File: config.mk
export PLATFORM = sky130hd
export DESIGN_NAME = wm_cycle_controller
export DESIGN_NICKNAME = d
export VERILOG_FILES = /design/src/rtl/wm_cycle_controller.sv
export SDC_FILE = /design/constraint.sdc
export NUM_CORES = 1
export LEC_CHECK = 0
export ABC_AREA = 0
export CAP_MARGIN = 10
export CORE_MARGIN = 10
export CORE_UTILIZATION = 60
export CTS_BUF_LIST = sky130_fd_sc_hd__clkbuf_4 sky130_fd_sc_hd__clkbuf_8
export CTS_CLUSTER_DIAMETER = 100
export DETAILED_ROUTE_END_ITERATION = 7
export GPL_TIMING_DRIVEN = 0
export MAX_ROUTING_LAYER = met4
export PLACE_DENSITY = 0.9
export SLEW_MARGIN = 30
export SYNTH_ARGS = -nofsm -noshare
export SYNTH_HDL_FRONTEND = slang
export SYNTH_SLANG_ARGS = --single-unit
File: constraint.sdc
create_clock -name clock -period 4.5 [get_ports clock]
set_input_delay 0.45 -clock clock [delete_from_list [all_inputs] [get_ports clock]]
set_output_delay 0.45 -clock clock [all_outputs]
set_load 0.01 [all_outputs]
File: src/rtl/wm_cycle_controller.sv
// Washing-machine cycle sequencer: IDLE/READY/FILL/HEAT/WASH/RINSE/SPIN/FAULT
// with per-phase timeouts, configurable rinse passes, cold-wash bypass of HEAT,
// lid supervision, a latched fault code and a timed fault hold.
module wm_cycle_controller #(
  parameter int TIMER_WIDTH  = 16,
  parameter int FILL_TIMEOUT = 1000,
  parameter int HEAT_TIMEOUT = 2000,
  parameter int NUM_RINSES   = 2,
  parameter int FAULT_HOLD   = 8
) (
  input  logic       clock,
  input  logic       reset_n,
  input  logic       sig_Coin,
  input  logic       sig_Cancel,
  input  logic       sig_Cold_Wash,
  input  logic       sig_Lid_Closed,
  input  logic       sig_Full,
  input  logic       sig_Temperature,
  input  logic       sig_Wash_Completed,
  input  logic       sig_Rinse_Completed,
  input  logic       sig_Spin_Completed,
  input  logic       sig_Out_Of_Balance,
  input  logic       sig_Motor_Failure,
  output logic       start,
  output logic       ready,
  output logic       fill_Water_Operation,
  output logic       heat_Water_Operation,
  output logic       wash_Operation,
  output logic       rinse_Operation,
  output logic       spin_Operation,
  output logic       fault,
  output logic       water_Intake,
  output logic       coin_Return,
  output logic       fault_Cleared,
  output logic       cycle_Done,
  output logic [2:0] fault_Code,
  output logic [2:0] rinse_Count,
  output logic [2:0] state
);

  typedef enum logic [2:0] {
    S_IDLE  = 3'd0,
    S_READY = 3'd1,
    S_FILL  = 3'd2,
    S_HEAT  = 3'd3,
    S_WASH  = 3'd4,
    S_RINSE = 3'd5,
    S_SPIN  = 3'd6,
    S_FAULT = 3'd7
  } state_t;

  localparam logic [TIMER_WIDTH-1:0] FILL_LAST  = TIMER_WIDTH'(FILL_TIMEOUT - 1);
  localparam logic [TIMER_WIDTH-1:0] HEAT_LAST  = TIMER_WIDTH'(HEAT_TIMEOUT - 1);
  localparam logic [TIMER_WIDTH-1:0] HOLD_LAST  = TIMER_WIDTH'(FAULT_HOLD - 1);
  localparam logic [TIMER_WIDTH-1:0] TIMER_ONE  = TIMER_WIDTH'(1);
  localparam logic [2:0]             RINSE_LAST = 3'(NUM_RINSES);

  localparam logic [2:0] CODE_FILL_TO  = 3'd1;
  localparam logic [2:0] CODE_HEAT_TO  = 3'd2;
  localparam logic [2:0] CODE_BALANCE  = 3'd3;
  localparam logic [2:0] CODE_MOTOR    = 3'd4;
  localparam logic [2:0] CODE_LID_OPEN = 3'd5;

  state_t                 cur, nxt;
  logic [TIMER_WIDTH-1:0] timer;
  logic                   cold, cold_nxt;
  logic [2:0]             code_nxt, rinse_nxt, rinse_inc;
  logic                   coin_ret_nxt, clr_nxt, done_nxt;
  logic                   lid_fault;

  // Next-state, fault code, rinse count and pulse requests
  always_comb begin
    nxt          = cur;
    code_nxt     = fault_Code;
    rinse_nxt    = rinse_Count;
    cold_nxt     = cold;
    coin_ret_nxt = 1'b0;
    clr_nxt      = 1'b0;
    done_nxt     = 1'b0;
    rinse_inc    = rinse_Count + 3'd1;
    // Lid opening during any active phase overrides everything else
    lid_fault    = (cur == S_FILL || cur == S_HEAT || cur == S_WASH ||
                    cur == S_RINSE || cur == S_SPIN) && !sig_Lid_Closed;
    if (lid_fault) begin
      nxt      = S_FAULT;
      code_nxt = CODE_LID_OPEN;
    end else begin
      case (cur)
        S_IDLE: if (sig_Coin) nxt = S_READY;
        S_READY: begin
          if (sig_Cancel) begin
            nxt          = S_IDLE;
            coin_ret_nxt = 1'b1;
          end else if (sig_Lid_Closed) begin
            nxt       = S_FILL;
            cold_nxt  = sig_Cold_Wash;
            rinse_nxt = 3'd0;
          end
        end
        S_FILL: begin
          if (sig_Full) nxt = cold ? S_WASH : S_HEAT;
          else if (timer == FILL_LAST) begin
            nxt      = S_FAULT;
            code_nxt = CODE_FILL_TO;
          end
        end
        S_HEAT: begin
          if (sig_Temperature) nxt = S_WASH;
          else if (timer == HEAT_LAST) begin
            nxt      = S_FAULT;
            code_nxt = CODE_HEAT_TO;
          end
        end
        S_WASH: begin
          if (sig_Wash_Completed) nxt = S_RINSE;
          else if (sig_Out_Of_Balance) begin
            nxt      = S_FAULT;
            code_nxt = CODE_BALANCE;
          end
        end
        S_RINSE: begin
          if (sig_Rinse_Completed) begin
            rinse_nxt = rinse_inc;
            if (rinse_inc == RINSE_LAST) nxt = S_SPIN;
          end else if (sig_Motor_Failure) begin
            nxt      = S_FAULT;
            code_nxt = CODE_MOTOR;
          end
        end
        S_SPIN: begin
          if (sig_Spin_Completed) begin
            nxt      = S_READY;
            done_nxt = 1'b1;
          end else if (sig_Motor_Failure) begin
            nxt      = S_FAULT;
            code_nxt = CODE_MOTOR;
          end else if (sig_Out_Of_Balance) begin
            nxt      = S_FAULT;
            code_nxt = CODE_BALANCE;
          end
        end
        S_FAULT: begin
          if (timer == HOLD_LAST) begin
            nxt     = S_READY;
            clr_nxt = 1'b1;
          end
        end
        default: nxt = S_IDLE;
      endcase
    end
  end

  // State, latched context and registered pulses
  always_ff @(posedge clock or negedge reset_n) begin
    if (!reset_n) begin
      cur           <= S_IDLE;
      cold          <= 1'b0;
      fault_Code    <= 3'd0;
      rinse_Count   <= 3'd0;
      coin_Return   <= 1'b0;
      fault_Cleared <= 1'b0;
      cycle_Done    <= 1'b0;
    end else begin
      cur           <= nxt;
      cold          <= cold_nxt;
      fault_Code    <= code_nxt;
      rinse_Count   <= rinse_nxt;
      coin_Return   <= coin_ret_nxt;
      fault_Cleared <= clr_nxt;
      cycle_Done    <= done_nxt;
    end
  end

  // Phase timer: restarts on every state change, saturates while held
  always_ff @(posedge clock or negedge reset_n) begin
    if (!reset_n)               timer <= '0;
    else if (nxt != cur)        timer <= '0;
    else if (timer != '1)       timer <= timer + TIMER_ONE;
  end

  assign state                = cur;
  assign start                = (cur == S_IDLE);
  assign ready                = (cur == S_READY);
  assign fill_Water_Operation = (cur == S_FILL);
  assign heat_Water_Operation = (cur == S_HEAT);
  assign wash_Operation       = (cur == S_WASH);
  assign rinse_Operation      = (cur == S_RINSE);
  assign spin_Operation       = (cur == S_SPIN);
  assign fault                = (cur == S_FAULT);
  assign water_Intake         = (cur == S_FILL) || (cur == S_RINSE);

endmodule

Word level (Yosys, flattened, before mapping)
Cells that the tools add are included.
{"block": "op_classes", "n_addsub": 2, "n_eq_ne": 24, "n_mux": 45, "bitwise_logic": 2, "n_reduce_logical": 14}
{"cell": "3-bit 2-to-1 mux", "n": 31}
{"cell": "16-bit 2-to-1 mux", "n": 2}
{"cell": "3-bit one-hot mux with 8 select lines", "n": 1}
{"cell": "3-bit by 2-bit inequality test with 1-bit output, second input constant", "n": 6}
{"cell": "16-bit by 1-bit adder with 16-bit output, second input constant", "n": 1}
{"cell": "16-bit by 10-bit equality test with 1-bit output, second input constant", "n": 1}
{"cell": "16-bit by 11-bit equality test with 1-bit output, second input constant", "n": 1}
{"cell": "16-bit by 3-bit equality test with 1-bit output, second input constant", "n": 1}
{"cell": "16-bit inequality test, second input constant", "n": 1}
{"cell": "3-bit one-hot mux with 5 select lines", "n": 1}
{"cell": "3-bit equality test, second input constant", "n": 4}
{"cell": "3-bit by 2-bit equality test with 1-bit output, second input constant", "n": 3}
{"cell": "1-bit 2-to-1 mux", "n": 9}
{"cell": "9-bit AND reduction", "n": 1}
{"cell": "2-bit inequality test, second input constant", "n": 3}
{"cell": "3-bit by 1-bit inequality test with 1-bit output, second input constant", "n": 2}
{"cell": "3-bit one-hot mux with 2 select lines", "n": 1}
{"cell": "6-bit nonzero test", "n": 1}
{"cell": "1-bit logical OR", "n": 5}
{"cell": "5-bit AND reduction", "n": 1}
{"cell": "4-bit AND reduction", "n": 1}
{"cell": "2-bit nonzero test", "n": 2}
{"cell": "3-bit by 1-bit adder with 3-bit output, second input constant", "n": 1}
{"cell": "3-bit by 1-bit equality test with 1-bit output, second input constant", "n": 1}
{"cell": "other kinds (5)", "n": 6}
{"block": "word_totals", "reg_bits": 29, "input_bits": 13, "output_inout_bits": 21, "elab_cells": 95}

Longest topological paths before layout
Gate-level depths: netlist of run 1.
{"block": "logic_depth", "depth_word": 9, "depth_mapped": 11, "mapped_depth_nobuf": 8}

Worst setup path after synthesis of run 1
No wires, ideal clock.
{"block": "synth_timing", "path_type": "register -> register", "startpoint": "register cur[1] (netlist: state[1])", "endpoint": "register timer[10]", "setup_time_ns": 0.096, "arrival_ns": 2.438, "required_time_ns": 4.404, "setup_slack_ns": 1.966, "stages_incl_launch_ff": 11, "n_path_buf": 3, "synth_period_minus_slack_ns": 2.534, "path_cell_list": "dfrtp_1 inv_2 ha_1 or3_1 or2_1 clkbuf_1 o211a_1 or3_1 buf_6 buf_6 nor4_2"}
{"block": "synth_between", "elab_chain_len": 9, "elab_cells_between_ends": 33, "cone_classes": "8 x eq/ne; 18 x mux; 7 x reduce/logical"}
{"item": "start: declaration", "line": "64", "source": "state_t cur, nxt;"}
{"item": "start signal: assignment", "line": "164", "source": "cur <= nxt;"}
{"item": "branches (longest 7 deep; another with 3-bit one-hot mux with 8 select lines)"}
{"item": "3-bit inequality test *", "line": "177", "source": "else if (nxt != cur) timer <= '0;"}
{"item": "16-bit 2-to-1 mux / 2-bit nonzero test (equally long branches)"}
{"item": "end signal: assignment", "line": "178", "source": "else if (timer != '1) timer <= timer + TIMER_ONE;"}
{"item": "end: declaration", "line": "65", "source": "logic [TIMER_WIDTH-1:0] timer;"}
Every way passes the cells marked *.
A chain may end at the register's enable or synchronous reset.

Final worst setup path of run 1
Ends and elaborated chain as after synthesis.

==> metrics.cfg, run 1 <==
[critical_path]
cp-end-kind = register
path_class = register to register
r2r_cells = 10
crit_cells = 10
worst_ep_arrival_time_ns = 3.09
rrSetupSlack_ns = 1.58
critPathLaunchType = register
r2r_end = timer[10]$_DFFE_PN0P_
crit_path_top_delay_cell = dfrtp_1
worstPathCellList = inv_2, ha_1, or3_1, or2_1, clkbuf_1, nor3_1, nor2_1, mux2i_1, buf_4, nor4_2
cpPeakStageDelay_ns = 0.53
r2r-start = state[1]$_DFF_PN0_
required_ns = 4.67
critPathBufInv = 3
crit_family = simple AND/OR/NAND/NOR gates
worstPathMaxFanout = 10

[route]
wl_met3_um = 616
routed_wl_mm = 6.04
routed.top_layer = met4
post_drt_wl_per_cell_um = 17.4
wl_met2_mm = 2.72
drtAntennaViolNets = 0
routed_via_density = 6.55
drt_iter0_markers = 228
wirelength_met1_mm = 2.58
via_count = 2272
drc = 0
drt_first_pass_iters = 7

[die]
fp-row-count = 22
die-height_um = 81.0
die_area_sq_um = 6560
start_util_pct = 61.4
die_x_um = 81.0
ioPinCount = 34
core_sq_um = 3630

[global_routing]
grt-ovfl-total = 0
grt_usage_pct = 20.0
grt_pass1_wl_mm = 10.1
antenna_found_initial = 0
grt_pass1_vias = 2071
grt_max_degree = 30

[timing]
drv_slew = 0
post-route-min-period_ns = 2.92
min_period_over_period_pct = 64.9
setup_viol = 0
max_freq_ghz = 0.343
hold_viol_final = 0
worst_pin_slew_ns = 0.636
slew_headroom_pct = 57.6
fin_tns_setup_ns = 0
clock_skew_ns = 0.00833
rsz0062_at_grt = no

[finish]
design_area_sq_um = 2730
final_cell_mix = 31 x clkdlybuf4s50_1, 29 x dfrtp_1, 21 x o21ai_0, 20 x nand2_1, 18 x nand3_1
fill_cells = 266
final_common_cell = clkdlybuf4s50_1
num_antenna_cells = 0
fin_nets = 317
area_delta_synth_final_pct = 22.2
layout-drive-gt1-share_pct = 15.7

[clocking]
h-tree-depth = 2
cts_hold_buf = 0
post_cts_buffers = 0
clk_path_buf_depth = 2
tritoncts = built
ctsResizeCount = 0
clkSinkCount = 29
clockRootBuffer = clkbuf_8
clk_pin_slew_ns = 0.07
cts_made_buffers = 5
clock_latency_ns = 0.29

[logic_synthesis]
syn_avg_cell_area_sq_um = 8.61
synthCells = 259
synth_area_sq_um = 2230
synth_edf_count = 0
synthTopCellsByArea = dfrtp_1 33%, nor4_2 6.7%, o21ai_0 4.7%
yosysSeqAreaShare_pct = 32.5
ys_warn_count = 0
synth_top_area_share_pct = 32.5
yosys_most_used_dff = dfrtp_1
syn_nets = 278
synth_area_leader_cell = dfrtp_1
async_flop_share_pct = 100
synth_cell_types = 58
yosys_register_bits = 29

[flow_run]
max-cap-violations = 0

[outcome]
outcome = finished clean

[pwr]
leakagePower_nw = 1.09
vdd_drop_max_mv = 0.922
power_density_nw_per_um2 = 668

[worst_hold_path]
hold_path_class = input pin to asynchronous set/reset pin

[placed_design]
io_buffers = 32
gp_congestion = 0.941
placed_area_sq_um = 2610
dpl.hpwl_mm = 4.41

==> kinds of logic (layout without fill, tap and decap cells) <==
logic type	Yosys count	in the layout	share of synthesized area (%)
simple gates	124	124	34.8
compound gates	63	63	18.3
flops	29	29	32.5
buf+inv	26	66	6.06
mux	7	7	3.31
fa+ha+maj	6	6	3.37
xor+xnor	4	4	1.57
==> final cells by class <==
cell class              count  area, sq um  share of cell area (%)
well taps                  48         60.1                    2.20
plain buffers              15         93.8                    3.44
inverters                  11         41.3                    1.51
repair buffers             32          315                    11.6
clock inverters             2         37.5                    1.38
clock buffers               6         82.6                    3.03
flip-flops and latches     29          726                    26.6
multi-input cells         204         1370                    50.3
==> registers in the layout (all words and copies together), names as in the netlist <==
register / cells
fault_Cleared: 1
rinse_Count: 3
coin_Return: 1
timer: 16
cycle_Done: 1
state: 3
cold: 1
fault_Code: 3
==> stage by stage <==
| stage | setup WS [ns] | hold slack, ns | power, W | utilization (%) | cells |
|---|---|---|---|---|---|
| 5_1_grt | 1.31 | 0.235 | 0.00196 | 75.0 | 347 |
| 3_3_place_gp | 1.71 | 0.511 | 0.00149 | 71.9 | 339 |
| 3_5_place_dp | 1.63 | 0.518 | 0.00152 | 71.7 | 339 |
| 4_1_cts | 1.61 | 0.204 | 0.00181 | 75.0 | 347 |
| 2_1_floorplan | 1.97 | 0.154 | 0.00118 | - | 259 |
| 6_report | 1.58 | 0.173 | 0.00182 | 75.0 | 347 |
==> worst max-delay path by stage <==
stage,startpoint,end
finish,state[1]$_DFF_PN0_,timer[10]$_DFFE_PN0P_
global route,state[1]$_DFF_PN0_,timer[10]$_DFFE_PN0P_
CTS,state[1]$_DFF_PN0_,timer[10]$_DFFE_PN0P_
detailed placement,state[1]$_DFF_PN0_,timer[10]$_DFFE_PN0P_
global placement,state[1]$_DFF_PN0_,timer[2]$_DFFE_PN0P_
floorplan,state[1]$_DFF_PN0_,timer[10]$_DFFE_PN0P_
==> synth_stat cells, types with 4 or more instances <==
master,number
o21ai_0,21
nor2_1,17
nand2b_1,7
nand2_1,20
nand3_1,18
mux2i_1,4
ha_1,6
nor4_1,11
nand4_1,5
nor3_1,8
and3_1,6
buf_2,6
inv_1,8
nor4_2,12
a21oi_1,13
dfrtp_1,29
==> per-layer routing <==
metal | vias up | GRT usage [%]
met5 | - | -
met4 | 0 | 8.65
met3 | 16 | 5.08
met2 | 124 | 28.3
met1 | 1072 | 26.3
li1 | 1060 | -
==> worst register-to-register path, stage by stage, from the launching register on <==
cell	delay, ns
dfrtp_1	0.53
inv_2	0.13
ha_1	0.21
or3_1	0.44
or2_1	0.24
clkbuf_1	0.17
nor3_1	0.19
nor2_1	0.05
mux2i_1	0.44
buf_4	0.32
nor4_2	0.08
==> report_power, final <==
| group | internal, W | switching [W] |
|---|---|---|
| Clock | 0.000180 | 0.000109 |
| Combinational | 0.000460 | 0.000708 |
| Sequential | 0.000311 | 0.0000529 |
(Power assumes the default switching activity.)
==> run 2: changes to the inputs <==
- CORE_UTILIZATION: 60 -> 56
- PLACE_DENSITY: 0.9 -> 0.85
- clock period: 4.5 -> 3 ns (I/O delays scaled with it)
==> run 2 against run 1 <==
Clock skew grew 0.00085 ns. Global-route usage shrank 1.5 points. Via count grew 0.57%. Routed wire length grew 7.0%. Hold slack lost 0.14 ns. Utilization shrank 2.5 points. First-iteration DRC count grew 44%. Count of clock-buffer cells in the layout shrank 1. Clock power grew 36%. Flip-flop and latch count is the same. Total power grew 51%. Critical endpoint is now timer[3]$_DFFE_PN0P_.
==> metrics.cfg, run 2 (synthesis gave the netlist of run 1 again) <==
[placed_design]
gp_congestion = 0.945
io_buffers = 32
dpl.hpwl_mm = 4.86
placed_area_sq_um = 2610
dp.cells = 339

[clocking]
clk_path_buf_depth = 2
clk_pin_slew_ns = 0.07
clkSinkCount = 29
clock_latency_ns = 0.29
tritoncts = built
cts_made_buffers = 5
clockRootBuffer = clkbuf_8
h-tree-depth = 2
cts_hold_buf = 0

[die]
fp-row-count = 22
start_util_pct = 59.6
core_sq_um = 3740
die_area_sq_um = 6910
die_x_um = 83.1
die-height_um = 83.1
ioPinCount = 34

[critical_path]
r2r-start = state[1]$_DFF_PN0_
crit_family = simple AND/OR/NAND/NOR gates
rrSetupSlack_ns = 0.22
worstPathCellList = inv_2, ha_1, or3_1, or2_1, clkbuf_1, nor3_1, a211oi_1, a21o_1, buf_2, nor4_2
required_ns = 3.19
critPathBufInv = 3
r2r_cells = 10
r2r_end = timer[3]$_DFFE_PN0P_
critPathLaunchType = register
worstPathMaxFanout = 10
path_class = register to register
worst_ep_arrival_time_ns = 2.97
crit_path_top_delay_cell = dfrtp_2
cpPeakStageDelay_ns = 0.45
cp-end-kind = register

[timing]
post-route-min-period_ns = 2.78
setup_viol = 0
holdWs_ns = 0.0342
max_freq_ghz = 0.359
slew_headroom_pct = 56.9
min_period_over_period_pct = 92.7
rsz0062_at_grt = no
drv_slew = 0
hold_viol_final = 0
fin_tns_setup_ns = 0
worst_pin_slew_ns = 0.646
clock_skew_ns = 0.00917

[route]
drt_first_pass_iters = 5
routed_via_density = 6.60
drt_iter0_markers = 328
drtAntennaViolNets = 0
post_drt_wl_per_cell_um = 18.7
routed_wl_mm = 6.46
drc = 0
via_count = 2285

[finish]
layout-drive-gt1-share_pct = 16.4
final_cell_mix = 31 x clkdlybuf4s50_1, 27 x dfrtp_1, 21 x o21ai_0, 20 x nand2_1, 18 x nand3_1
largest_reg_flops = 16
num_antenna_cells = 0
design_area_sq_um = 2720
fin_nets = 317
instances_no_fill = 346
area_delta_synth_final_pct = 21.8
final_core_util_pct = 72.6
final_common_cell = clkdlybuf4s50_1
regMostFlops = timer

[global_routing]
antenna_found_initial = 0
grt_pass1_vias = 2028
grt-ovfl-total = 0
grt_pass1_wl_mm = 10.6
grt_max_degree = 30
grt_usage_pct = 18.5

[flow_run]
max-cap-violations = 0

[pwr]
power_switching_w = 0.00134
clockPowerShare_pct = 14.3
vdd_drop_max_mv = 0.842
p_int_w = 0.00141
pwr-share-seq_pct = 20.0
leakagePower_nw = 1.08
power_density_nw_per_um2 = 1010
p_sw_share_pct = 48.7
p_comb_share_pct = 65.7

[worst_hold_path]
hold_path_class = input pin to asynchronous set/reset pin

[outcome]
outcome = finished clean

[run 2: cell types whose count changed in the layout (fill, tap and decap cells not counted), sizes merged]
| cell | previous run | this run |
|---|---|---|
| clkbuf | 9 | 8 |
| clkinv | 0 | 1 |
| clkinvlp | 1 | 0 |
[run 2: area by class of cell]
class                   instances  area (sq um)
multi-input cells             204          1370
fillers                       310          1030
flip-flops and latches         29           728
repair buffers                 32           315
plain buffers                  15          93.8
clock buffers                   5          68.8
well taps                      48          60.1
inverters                      11          41.3
clock inverters                 2          35.0
[run 2: metal layers]
layer  part of all wire, %  vias up  GRT usage [%]
met2                    44      111           25.0
met5                     0        -              -
li1                      -     1057              -
met4                   1.7        0           5.38
met1                    46     1105           26.4
met3                   8.4       12           4.30
[run 2: timing repair]
action / 4_1_cts / 5_1_grt
gates resized for setup: 0 / 3
setup buffers: 0 / 0
setup endpoints to repair: 0 / 10
[run 2: worst max-delay path by stage]
stage                  startpoint               endpoint  slack, ns  depth (start not counted)
2_1_floorplan  state[1]$_DFF_PN0_  timer[10]$_DFFE_PN0P_       0.47                         10
3_3_place_gp   state[1]$_DFF_PN0_   timer[6]$_DFFE_PN0P_       0.15                         10
3_5_place_dp   state[1]$_DFF_PN0_   timer[7]$_DFFE_PN0P_       0.12                         10
4_1_cts        state[1]$_DFF_PN0_   timer[7]$_DFFE_PN0P_       0.11                         10
5_1_grt        state[1]$_DFF_PN0_   timer[3]$_DFFE_PN0P_       0.02                         10
6_report       state[1]$_DFF_PN0_   timer[3]$_DFFE_PN0P_       0.22                         10
[run 2: per-stage QoR]
step                      setup slack [ns]  power (W)
after global placement               0.154    0.00228
after global routing                0.0239    0.00293
after detailed placement             0.120    0.00231
after floorplan                      0.466    0.00177
after CTS                            0.113    0.00271
final                                0.218    0.00275
[run 2: power by group through the flow]
| stage | registers, W | clock network [W] | logic (W) |
|---|---|---|---|
| finish | 0.000550 | 0.000394 | 0.00181 |
| detailed placement | 0.000554 | 0 | 0.00176 |
| CTS | 0.000547 | 0.000400 | 0.00176 |
| floorplan | 0.000563 | 0 | 0.00120 |
| global route | 0.000564 | 0.000415 | 0.00195 |
| global placement | 0.000549 | 0 | 0.00173 |
